--- src/rtl/ad9244_to_axis_m.sv ---
// AD9244 capture front end: ADC clock generation, sample formatting, sample FIFO
// and AXI4-Stream master output with framed tlast and a registered status word.

// Generic FIFO: head is presented combinationally on rdat_o.
// Latency: a written word becomes visible at the head one cycle later.
// Backpressure: caller must not write when full unless it also reads that cycle.
module ad9244_fifo #(
  parameter int W     = 32,
  parameter int DEPTH = 16
) (
  input  logic                       clk_i,
  input  logic                       rst_i,
  input  logic                       wr_i,
  input  logic [W-1:0]               wdat_i,
  input  logic                       rd_i,
  output logic [W-1:0]               rdat_o,
  output logic                       empty_o,
  output logic                       full_o,
  output logic [$clog2(DEPTH):0]     level_o
);
  localparam int AW = $clog2(DEPTH);
  localparam int LW = AW + 1;
  localparam logic [AW-1:0] PTR_ONE  = AW'(1);
  localparam logic [LW-1:0] CNT_ONE  = LW'(1);
  localparam logic [LW-1:0] CNT_FULL = LW'(DEPTH);

  logic [W-1:0]  mem_q [DEPTH];
  logic [AW-1:0] wptr_q, rptr_q;
  logic [LW-1:0] cnt_q, cnt_d;

  always_comb begin
    cnt_d = cnt_q;
    if (wr_i && !rd_i)
      cnt_d = cnt_q + CNT_ONE;
    else if (rd_i && !wr_i)
      cnt_d = cnt_q - CNT_ONE;
  end

  always_ff @(posedge clk_i) begin
    if (rst_i) begin
      wptr_q <= '0;
      rptr_q <= '0;
      cnt_q  <= '0;
    end else begin
      if (wr_i) wptr_q <= wptr_q + PTR_ONE;
      if (rd_i) rptr_q <= rptr_q + PTR_ONE;
      cnt_q <= cnt_d;
    end
  end

  always_ff @(posedge clk_i) begin
    if (wr_i) mem_q[wptr_q] <= wdat_i;
  end

  assign rdat_o  = mem_q[rptr_q];
  assign empty_o = (cnt_q == '0);
  assign full_o  = (cnt_q == CNT_FULL);
  assign level_o = cnt_q;
endmodule

// AD9244 capture to AXI4-Stream master.
// Latency: FIFO write 1 cycle after the sample strobe, tvalid 2 cycles after it.
// Backpressure: tready low holds the output word; a full FIFO drops and counts samples.
module ad9244_to_axis_m #(
  parameter int CLK_DIV    = 1,
  parameter int FRAME_LEN  = 256,
  parameter int FIFO_DEPTH = 16
) (
  input  logic        m00_axis_aclk,
  input  logic        m00_axis_aresetn,
  output logic        ClockToADC,
  input  logic [14:0] ADCdata,
  input  logic [3:0]  control,
  output logic [31:0] status,
  output logic        m00_axis_tvalid,
  output logic [31:0] m00_axis_tdata,
  output logic [3:0]  m00_axis_tstrb,
  output logic        m00_axis_tlast,
  input  logic        m00_axis_tready
);
  localparam int DW = (CLK_DIV > 1) ? $clog2(CLK_DIV) : 1;
  localparam int FW = (FRAME_LEN > 1) ? $clog2(FRAME_LEN) : 1;
  localparam int AW = $clog2(FIFO_DEPTH);
  localparam logic [DW-1:0] DIV_LAST = DW'(CLK_DIV - 1);
  localparam logic [DW-1:0] DIV_ONE  = DW'(1);
  localparam logic [FW-1:0] FRM_LAST = FW'(FRAME_LEN - 1);
  localparam logic [FW-1:0] FRM_ONE  = FW'(1);

  logic clk, rst;
  assign clk = m00_axis_aclk;
  assign rst = m00_axis_aresetn;

  logic [DW-1:0] div_q, div_d;
  logic          adc_clk_q, adc_clk_d;
  logic          tick, strobe;
  logic [13:0]   ramp_q;
  logic          cap_vld_q;
  logic [16:0]   cap_dat_q;
  logic [14:0]   seq_q, seq_d;
  logic          out_vld_q;
  logic [31:0]   out_dat_q;
  logic [FW-1:0] frame_q, frame_d;
  logic [15:0]   ovf_q, ovf_d;
  logic          sticky_q, sticky_d;
  logic [31:0]   status_q;

  logic [13:0]   raw14, s14;
  logic [15:0]   s16;
  logic          otr;

  logic          fifo_wr, fifo_rd, fifo_empty, fifo_full, drop, xfer;
  logic [31:0]   fifo_rdat;
  logic [AW:0]   fifo_level;
  logic [4:0]    lvl5;

  // Strobe on the edge where the ADC clock register falls, i.e. mid ADC period.
  assign tick   = (div_q == DIV_LAST);
  assign strobe = tick && adc_clk_q;

  always_comb begin
    div_d     = div_q + DIV_ONE;
    adc_clk_d = adc_clk_q;
    if (tick) begin
      div_d     = '0;
      adc_clk_d = ~adc_clk_q;
    end
  end

  // Offset-binary to two's complement is an MSB flip followed by sign extension.
  always_comb begin
    raw14 = control[1] ? ramp_q : ADCdata[13:0];
    otr   = ADCdata[14] && !control[1];
    s14   = control[3] ? {~raw14[13], raw14[12:0]} : raw14;
    s16   = control[3] ? {{2{s14[13]}}, s14} : {2'b00, s14};
  end

  assign xfer    = out_vld_q && m00_axis_tready;
  assign fifo_rd = !fifo_empty && (!out_vld_q || m00_axis_tready);
  assign fifo_wr = cap_vld_q && (!fifo_full || fifo_rd);
  assign drop    = cap_vld_q && fifo_full && !fifo_rd;

  always_comb begin
    seq_d    = fifo_wr ? seq_q + 15'd1 : seq_q;
    frame_d  = frame_q;
    ovf_d    = ovf_q;
    sticky_d = sticky_q;
    if (xfer)
      frame_d = (frame_q == FRM_LAST) ? '0 : frame_q + FRM_ONE;
    if (control[2]) begin
      ovf_d    = '0;
      sticky_d = 1'b0;
    end else if (drop) begin
      sticky_d = 1'b1;
      if (ovf_q != 16'hFFFF) ovf_d = ovf_q + 16'd1;
    end
  end

  ad9244_fifo #(.W(32), .DEPTH(FIFO_DEPTH)) u_fifo (
    .clk_i   (clk),
    .rst_i   (rst),
    .wr_i    (fifo_wr),
    .wdat_i  ({seq_q, cap_dat_q}),
    .rd_i    (fifo_rd),
    .rdat_o  (fifo_rdat),
    .empty_o (fifo_empty),
    .full_o  (fifo_full),
    .level_o (fifo_level)
  );

  assign lvl5 = 5'(fifo_level);

  always_ff @(posedge clk) begin
    if (rst) begin
      div_q     <= '0;
      adc_clk_q <= 1'b0;
      ramp_q    <= '0;
      cap_vld_q <= 1'b0;
      cap_dat_q <= '0;
      seq_q     <= '0;
      out_vld_q <= 1'b0;
      out_dat_q <= '0;
      frame_q   <= '0;
      ovf_q     <= '0;
      sticky_q  <= 1'b0;
      status_q  <= '0;
    end else begin
      div_q     <= div_d;
      adc_clk_q <= adc_clk_d;
      cap_vld_q <= strobe && control[0];
      if (strobe) begin
        ramp_q    <= ramp_q + 14'd1;
        cap_dat_q <= {otr, s16};
      end
      seq_q <= seq_d;
      if (fifo_rd) begin
        out_vld_q <= 1'b1;
        out_dat_q <= fifo_rdat;
      end else if (xfer) begin
        out_vld_q <= 1'b0;
      end
      frame_q  <= frame_d;
      ovf_q    <= ovf_d;
      sticky_q <= sticky_d;
      status_q <= {7'd0, lvl5, sticky_q, fifo_full, fifo_empty, control[0], ovf_q};
    end
  end

  assign ClockToADC      = adc_clk_q;
  assign status          = status_q;
  assign m00_axis_tvalid = out_vld_q;
  assign m00_axis_tdata  = out_dat_q;
  assign m00_axis_tstrb  = 4'hF;
  assign m00_axis_tlast  = out_vld_q && (frame_q == FRM_LAST);
endmodule

--- config.mk ---
export PLATFORM = sky130hd
export DESIGN_NAME = ad9244_to_axis_m
export DESIGN_NICKNAME = d
export VERILOG_FILES = /design/src/rtl/ad9244_to_axis_m.sv
export SDC_FILE = /design/constraint.sdc
export NUM_CORES = 1
export LEC_CHECK = 0
export BUFFER_PORTS_ARGS = -buffer_cell sky130_fd_sc_hd__buf_2
export CAP_MARGIN = 20
export CORE_AREA = 2 2 214 216
export DETAILED_ROUTE_END_ITERATION = 10
export DIE_AREA = 0 0 216 218
export PLACE_DENSITY_LB_ADDON = 0.12
export SYNTH_ARGS = -nofsm -noshare
export SYNTH_HDL_FRONTEND = slang
export SYNTH_SLANG_ARGS = --single-unit
--- constraint.sdc ---
create_clock -name m00_axis_aclk -period 4.05 [get_ports m00_axis_aclk]
set_clock_uncertainty 0.15 [all_clocks]
set_input_delay 0.405 -clock m00_axis_aclk [delete_from_list [all_inputs] [get_ports m00_axis_aclk]]
set_output_delay 0.405 -clock m00_axis_aclk [all_outputs]
set_load 0.05 [all_outputs]
==> impl_results.md, run 1 <==
- Data arrival, critical path: 3.39 ns
- Total congestion overflow: 0
- Synth Instances: 1388
- Critical path startpoint category: flip-flop
- Hold/Removal Path Class: in2reg
- FFs w/ async S/R, synth: 0%
- Clock-pin slew on the worst setup and hold paths: 0.06 ns
- Min cycle time layout: 3.08 ns
- CP Max Fanout: 6
- GPL Wtd Cong: 0.773
- Nets: about 1.5k
- Initial antenna violation count: 0
- CTS max path bufs: 3
- Fmax: 325 MHz
- Element type at the critical path end: flip-flop
- RSZ-0062 raised after global routing: no
- Vias in the first global route: 13.1k
- Most common cell after layout, fill and taps aside: edfxtp_1
- Crit path required time: 4.36 ns
- Vias: 12.8k
- Fillers: 3273
- Vias per cell: approximately 5.9
- Final hold vios: 0
- DRT antenna net count: 0
- Clock buffer count from CTS: 66
- Initial Util: 54.3%
- Lkg Pwr: 9.18 nW
- Diodes inserted: 0
- Total wire length: 50400 µm
- Die X: 216 µm
- Slew margin rel.: 23.2%
- Iter 0 DRT Violations: 1144
- Post-synth EDFFs: 496
- Post-cts resize count: 0
- Post-synth cell types: 53
- Core Region: 44900 µm²
- Synth Register Bits: 639
- DRC viols: 0
- CTS hold repair buffers: 6
- Layout area overhead: 14.5%
- Num rows: between 70 and 80
- Final worst path period share: between 70 and 80%
- Final Slew Violations: 0
- CTS tree: yes
- Syn_area_per_cell: between 15 and 20 µm²
- Largest net degree at the start of global routing: 77
- GR Util All Layers: about 22%
- Total clock sinks: roughly 640
- Post-Syn Area: 24400 µm²
- # IOs: 93
- Peak supply drop: between 0.4 and 0.5 mV
- Status: finished, final reports clean
- Clk_lat worst skew: 0.59 ns
- WHS: roughly 0.025 ns
- Chip Height: 218 µm
- WL/cell: 23.4 µm
- Setup violators final: 0
- Share of post-route cells with drive strength above 1: about a quarter
- Worst-margin pin slew: between 1 and 1.5 ns
- Postcts setup bufs: 0
- Register area share after synthesis: 72.8%
- Sum of negative setup slack: 0 ns
- CTS H-Tree Depth: 3
- Final HPWL DP: 29300 µm
- Most frequent cells in the layout: 496 x edfxtp_1, 141 x dfxtp_1, 124 x mux4_2, 94 x nor2_1, 81 x buf_2
- Pwr dens: 597 nW/µm²
- Max Cap Viol: 0
- Global-route wire length before repair: slightly below 80000 µm
- Worst setup path category: reg2reg
- Root Buffer: clkbuf_16
- 1st-pass router iterations: 5
- Die ar.: 47100 µm²
- PortBufs: 81
- Ys Warns: 0
- Top_reg_cell synth: edfxtp_1
==> layer usage <==
metal | track usage [%] | wire, µm | up-vias
met2 | 35.5 | 24400 | 375
met1 | 31.4 | 22200 | 6568
met4 | 7.01 | 1050 | 0
li1 | - | - | 5793
met3 | 3.49 | 2770 | 77
met5 | 0 | 0 | -
==> worst max-delay path, cell delays in order, from the launching register on <==
cell and delay (ns):
dfxtp_1 0.37, or4_1 0.58, o21a_2 0.22, inv_1 0.07
ha_1 0.16, inv_1 0.11, fa_1 0.42, a21o_1 0.17
a21oi_1 0.16, mux2i_1 0.22, mux2_2 0.34
==> state kept, by name, indices dropped and copies added (netlist names) <==
register	count
status	25
u_fifo.rptr_q	4
sticky_q	1
u_fifo.wptr_q	4
seq_q	15
ClockToADC	1
u_fifo.mem_q	496
ovf_q	16
cap_dat_q	16
frame_q	8
u_fifo.level_o	5
cap_vld_q	1
m00_axis_tdata	31
ramp_q	14
div_q	1
m00_axis_tvalid	1
==> logic make-up (layout without fill, tap and decap cells) <==
group                    count (synthesis)  in the layout  synth area share, %
buffers and inverters                  101            258                 1.80
other                                    2             12               0.0308
AND/OR/NAND/NOR                        273            273                 5.64
adder cells (fa/ha/maj)                 15             15                0.801
multiplexers                           150            150                 12.5
AO/OA/AOI/OAI                          178            178                 5.27
XOR/XNOR                                30             30                 1.08
flip-flops                             639            639                 72.8
==> cells in the mapped netlist, types with 2 or more instances <==
library cell	instances	area, µm²
a211oi_1	17	128
a21o_1	2	15.0
a21oi_1	28	140
a22oi_1	62	465
a311oi_1	31	272
a31oi_1	2	12.5
a41o_1	2	20.0
and2_1	5	31.3
and3_1	4	25.0
and4_1	6	52.6
buf_1	8	30.0
buf_2	11	55.1
buf_4	12	90.1
clkbuf_1	61	229
conb_1	2	7.51
dfxtp_1	143	2860
edfxtp_1	496	14900
ha_1	14	175
inv_1	9	33.8
mux2_2	2	22.5
mux2i_1	24	240
mux4_2	124	2790
nand2_1	31	116
nand2b_1	3	18.8
nand3_1	21	105
nand3b_1	3	22.5
nand4_1	12	75.1
nor2_1	107	402
nor2b_1	28	175
nor3_1	12	60.1
nor4_1	7	43.8
o2111ai_1	2	17.5
o211ai_1	5	37.5
o21a_1	2	15.0
o21ai_0	12	60.1
o31ai_1	9	67.6
or3_1	15	93.8
or4_1	11	82.6
xnor2_1	14	123
xor2_1	16	140
==> final cells by class <==
type / instances / area (µm²) / area share (%)
Multi-Input combinational cell: 658 / 6380 / 22.8
Tap cell: 600 / 751 / 2.69
Inverter: 9 / 33.8 / 0.121
Sequential cell: 639 / 17800 / 63.6
Clock inverter: 22 / 163 / 0.583
Clock buffer: 99 / 1940 / 6.96
Timing Repair Buffer: 128 / 886 / 3.17
==> final timing paths <==
path	startpoint	end	slack (ns)	cells after the start
worst min register to register	sticky_q$_SDFFE_PP0P_	sticky_q$_SDFFE_PP0P_	0.32	1
worst max register to register	u_fifo.level_o[0]$_SDFFE_PP0P_	u_fifo.level_o[4]$_SDFFE_PP0P_	0.97	10
worst min-delay path	ADCdata[8]	cap_dat_q[8]$_SDFFE_PP0P_	0.03	3
worst max-delay path	u_fifo.level_o[0]$_SDFFE_PP0P_	u_fifo.level_o[4]$_SDFFE_PP0P_	0.97	10
==> stage by stage <==
step | instances | utilization, % | worst slack (ns) | power, mW | instance area [µm²]
finish | 2155 | 62.2 | 0.972 | 16.7 | 27900
global route | 2155 | 62.2 | 0.778 | 17.4 | 27900
CTS | 2155 | 62.2 | 0.944 | 16.8 | 27900
global placement | 2027 | 57.4 | 0.994 | 11.0 | 25700
floorplan | 1398 | - | 0.0666 | 10.1 | 24400
detailed placement | 2028 | 57.4 | 0.951 | 11.0 | 25800
==> power by group <==
| part | leakage, nW | total (mW) | internal [mW] | switching [mW] |
|---|---|---|---|---|
| Combinational | 2.39 | 3.20 | 1.32 | 1.87 |
| Clock | 1.02 | 5.85 | 3.45 | 2.39 |
| Sequential | 5.77 | 7.63 | 7.25 | 0.381 |
No activity file was read; power rests on OpenSTA's default activity.
==> run 2: changes to the inputs <==
clock period = 3.2 ns   (was 4.05 ns; I/O delays follow)
==> impl_results.md, run 2 (same netlist as run 1, synthesis figures left out) <==
- Critical-path cell with the highest stage delay: or4_1
- Die X: 216 µm
- Final Slew Violations: 0
- Switching share of power: about 27%
- Worst Setup Slack, final: 0.186 ns
- Largest net degree at the start of global routing: 67
- Most frequent cells in the layout: 496 x edfxtp_1, 141 x dfxtp_1, 124 x mux4_2, 94 x nor2_1, 80 x buf_2
- CTS tree: yes
- Most common cell after layout, fill and taps aside: edfxtp_1
- Min-Delay Startpoint: m00_axis_tready
- Worst Reg-to-Reg Cells: 10
- Data arrival, critical path: 3.33 ns
- Clk_lat worst skew: slightly below 0.6 ns
- Worst-margin pin slew: between 0.8 and 0.9 ns
- Hold path endpoint: frame_q[1]$_SDFFE_PP0P_
- Global-route wire length before repair: 77300 µm
- Min cycle time layout: approximately 3 ns
- Vias in the first global route: 13.1k
- Nets: 1572
- Placed inst area: 26000 µm²
- Crit path required time: 3.52 ns
- Final HPWL DP: 30200 µm
- Lkg Pwr: 9.49 nW
- PortBufs: roughly 80
- Core Region: ~45000 µm²
- Worst setup path category: reg2reg
- Share of post-route cells with drive strength above 1: 24.7%
- Fmax: 332 MHz
- CP Max Fanout: 6
- Setup violators final: 0
- Comb power frac: 19.7%
- Num rows: 78
- Diodes inserted: 0
- Register-to-register setup slack: roughly 0.19 ns
- Clock-pin slew on the worst setup and hold paths: 0.06 ns
- Iter 0 DRT Violations: roughly 1.1k
- 1st-pass router iterations: 5
- Tot Pwr: about 22 mW
- CTS H-Tree Depth: 3
- R2r endpoint: u_fifo.level_o[4]$_SDFFE_PP0P_
- Sw power: 5.85 mW
- Final core utilization: 63.3%
- GR Util All Layers: 22.0%
- CTS max path bufs: 3
- Initial antenna violation count: 0
- DRC viols: 0
- Total clock sinks: 639
- Post-route cell area: 28400 µm²
- Clk network pwr share: between 30% and 40%
- Vias: 13.1k
- Total congestion overflow: 0
- Hold/Removal Path Class: in2reg
- Register bank with the most flops: u_fifo.mem_q
- Chip Height: 218 µm
- Final worst path period share: 94.2%
- DRT antenna net count: 0
- Post-Place Setup Slack: 0.141 ns
- WL/cell: between 20 and 25 µm
- Initial Util: approximately 54%
- Root Buffer: clkbuf_16
- Seq pwr share: 44.0%
- # IOs: 93
- R2R Path Start: u_fifo.level_o[1]$_SDFFE_PP0P_
- Die ar.: 47100 µm²
- Delay-heaviest family, CP: compound AO/OA/AOI/OAI gates
- Slew margin rel.: 45.4%
- Cells along the critical path: or4_1 -> o21a_2 -> inv_1 -> ha_1 -> inv_1 -> fa_2 -> a21o_1 -> a21oi_2 -> mux2i_1 -> mux2_2
- Hold Path Stages: 4
- Vias per cell: 5.97
- Status: finished, final reports clean
- GPL Wtd Cong: about 0.76
- CP most frequent cell: inv_1
- Max reg flops: 496
- Critical path startpoint category: flip-flop
- Element type at the critical path end: flip-flop
- RSZ-0062 raised after global routing: no
- Sum of negative setup slack: 0 ns
- Clock buffer count from CTS: 67
- Max Cap Viol: 0
- CP Buf/Inv Count: 2
- Final hold vios: 0
- Layout area overhead: 16.7%
- Max incr delay on CP: 0.54 ns
- Cell Int Power: between 15 and 20 mW
- Total wire length: 50800 µm
- Pwr dens: 761 nW/µm²
- Peak supply drop: 0.484 mV
run 2: changes by cell type in the layout (fill, tap and decap cells not counted), sizes merged:
| cell | delta |
|---|---|
| buf | +20 |
| bufinv | +6 |
| clkbuf | -4 |
| clkinv | -1 |
| dlygate4sd3 | +12 |
run 2: worst reg2reg max path: stages (launching register included):
cell and delay, ns:
dfxtp_1 0.37, or4_1 0.55, o21a_2 0.22, inv_1 0.07, ha_1 0.16, inv_1 0.11
fa_2 0.38, a21o_1 0.18, a21oi_2 0.16, mux2i_1 0.21, mux2_2 0.34
run 2: area by class of cell:
| cell class | count | area (µm²) |
|---|---|---|
| flip-flops and latches | 639 | 17800 |
| clock buffers | 95 | 1920 |
| well taps | 600 | 751 |
| fillers | 3217 | 16500 |
| repair buffers | 160 | 1240 |
| multi-input cells | 658 | 6390 |
| clock inverters | 27 | 334 |
| inverters | 9 | 33.8 |
run 2: through the flow:
step | std cells | hold WS, ns
2_1_floorplan | 1398 | 0.283
3_3_place_gp | 2046 | 0.295
3_5_place_dp | 2048 | 0.304
4_1_cts | 2188 | 0.0152
5_1_grt | 2188 | 0.0526
6_report | 2188 | 0.0394
run 2: repair_timing:
item                                   4_1_cts  5_1_grt
endpoints found under the hold margin       38        0
gates resized for setup                      0        2
setup endpoints to repair                    0        1
buffers inserted                             0        0
hold buffers                                18        0
run 2: power by group through the flow:
stage | clock network, mW | logic [mW] | registers [mW]
6_report | 7.86 | 4.25 | 9.53
5_1_grt | 8.35 | 4.55 | 9.58
4_1_cts | 8.01 | 4.30 | 9.55
3_5_place_dp | 0 | 4.27 | 9.72
3_3_place_gp | 0 | 4.22 | 9.70
2_1_floorplan | 0 | 2.61 | 10.3
run 2: how the worst max path moves through the flow:
stage / start / end / cells past startpoint
finish: u_fifo.level_o[1]$_SDFFE_PP0P_ / u_fifo.level_o[4]$_SDFFE_PP0P_ / 10
global route: u_fifo.level_o[1]$_SDFFE_PP0P_ / u_fifo.level_o[4]$_SDFFE_PP0P_ / 10
CTS: u_fifo.level_o[1]$_SDFFE_PP0P_ / u_fifo.level_o[4]$_SDFFE_PP0P_ / 10
detailed placement: u_fifo.level_o[1]$_SDFFE_PP0P_ / u_fifo.level_o[4]$_SDFFE_PP0P_ / 10
global placement: u_fifo.level_o[1]$_SDFFE_PP0P_ / u_fifo.level_o[4]$_SDFFE_PP0P_ / 10
floorplan: m00_axis_tvalid$_SDFFE_PP0P_ / u_fifo.mem_q[12][0]$_DFFE_PP_ / 5
run 2: routing by layer:
| metal | global-route usage, % | wire [µm] | vias up |
|---|---|---|---|
| met1 | 31.3 | 22600 | 6796 |
| li1 | - | - | 5846 |
| met4 | 6.10 | 849 | 0 |
| met5 | 0 | 0 | - |
| met3 | 3.68 | 2790 | 68 |
| met2 | 35.6 | 24600 | 348 |
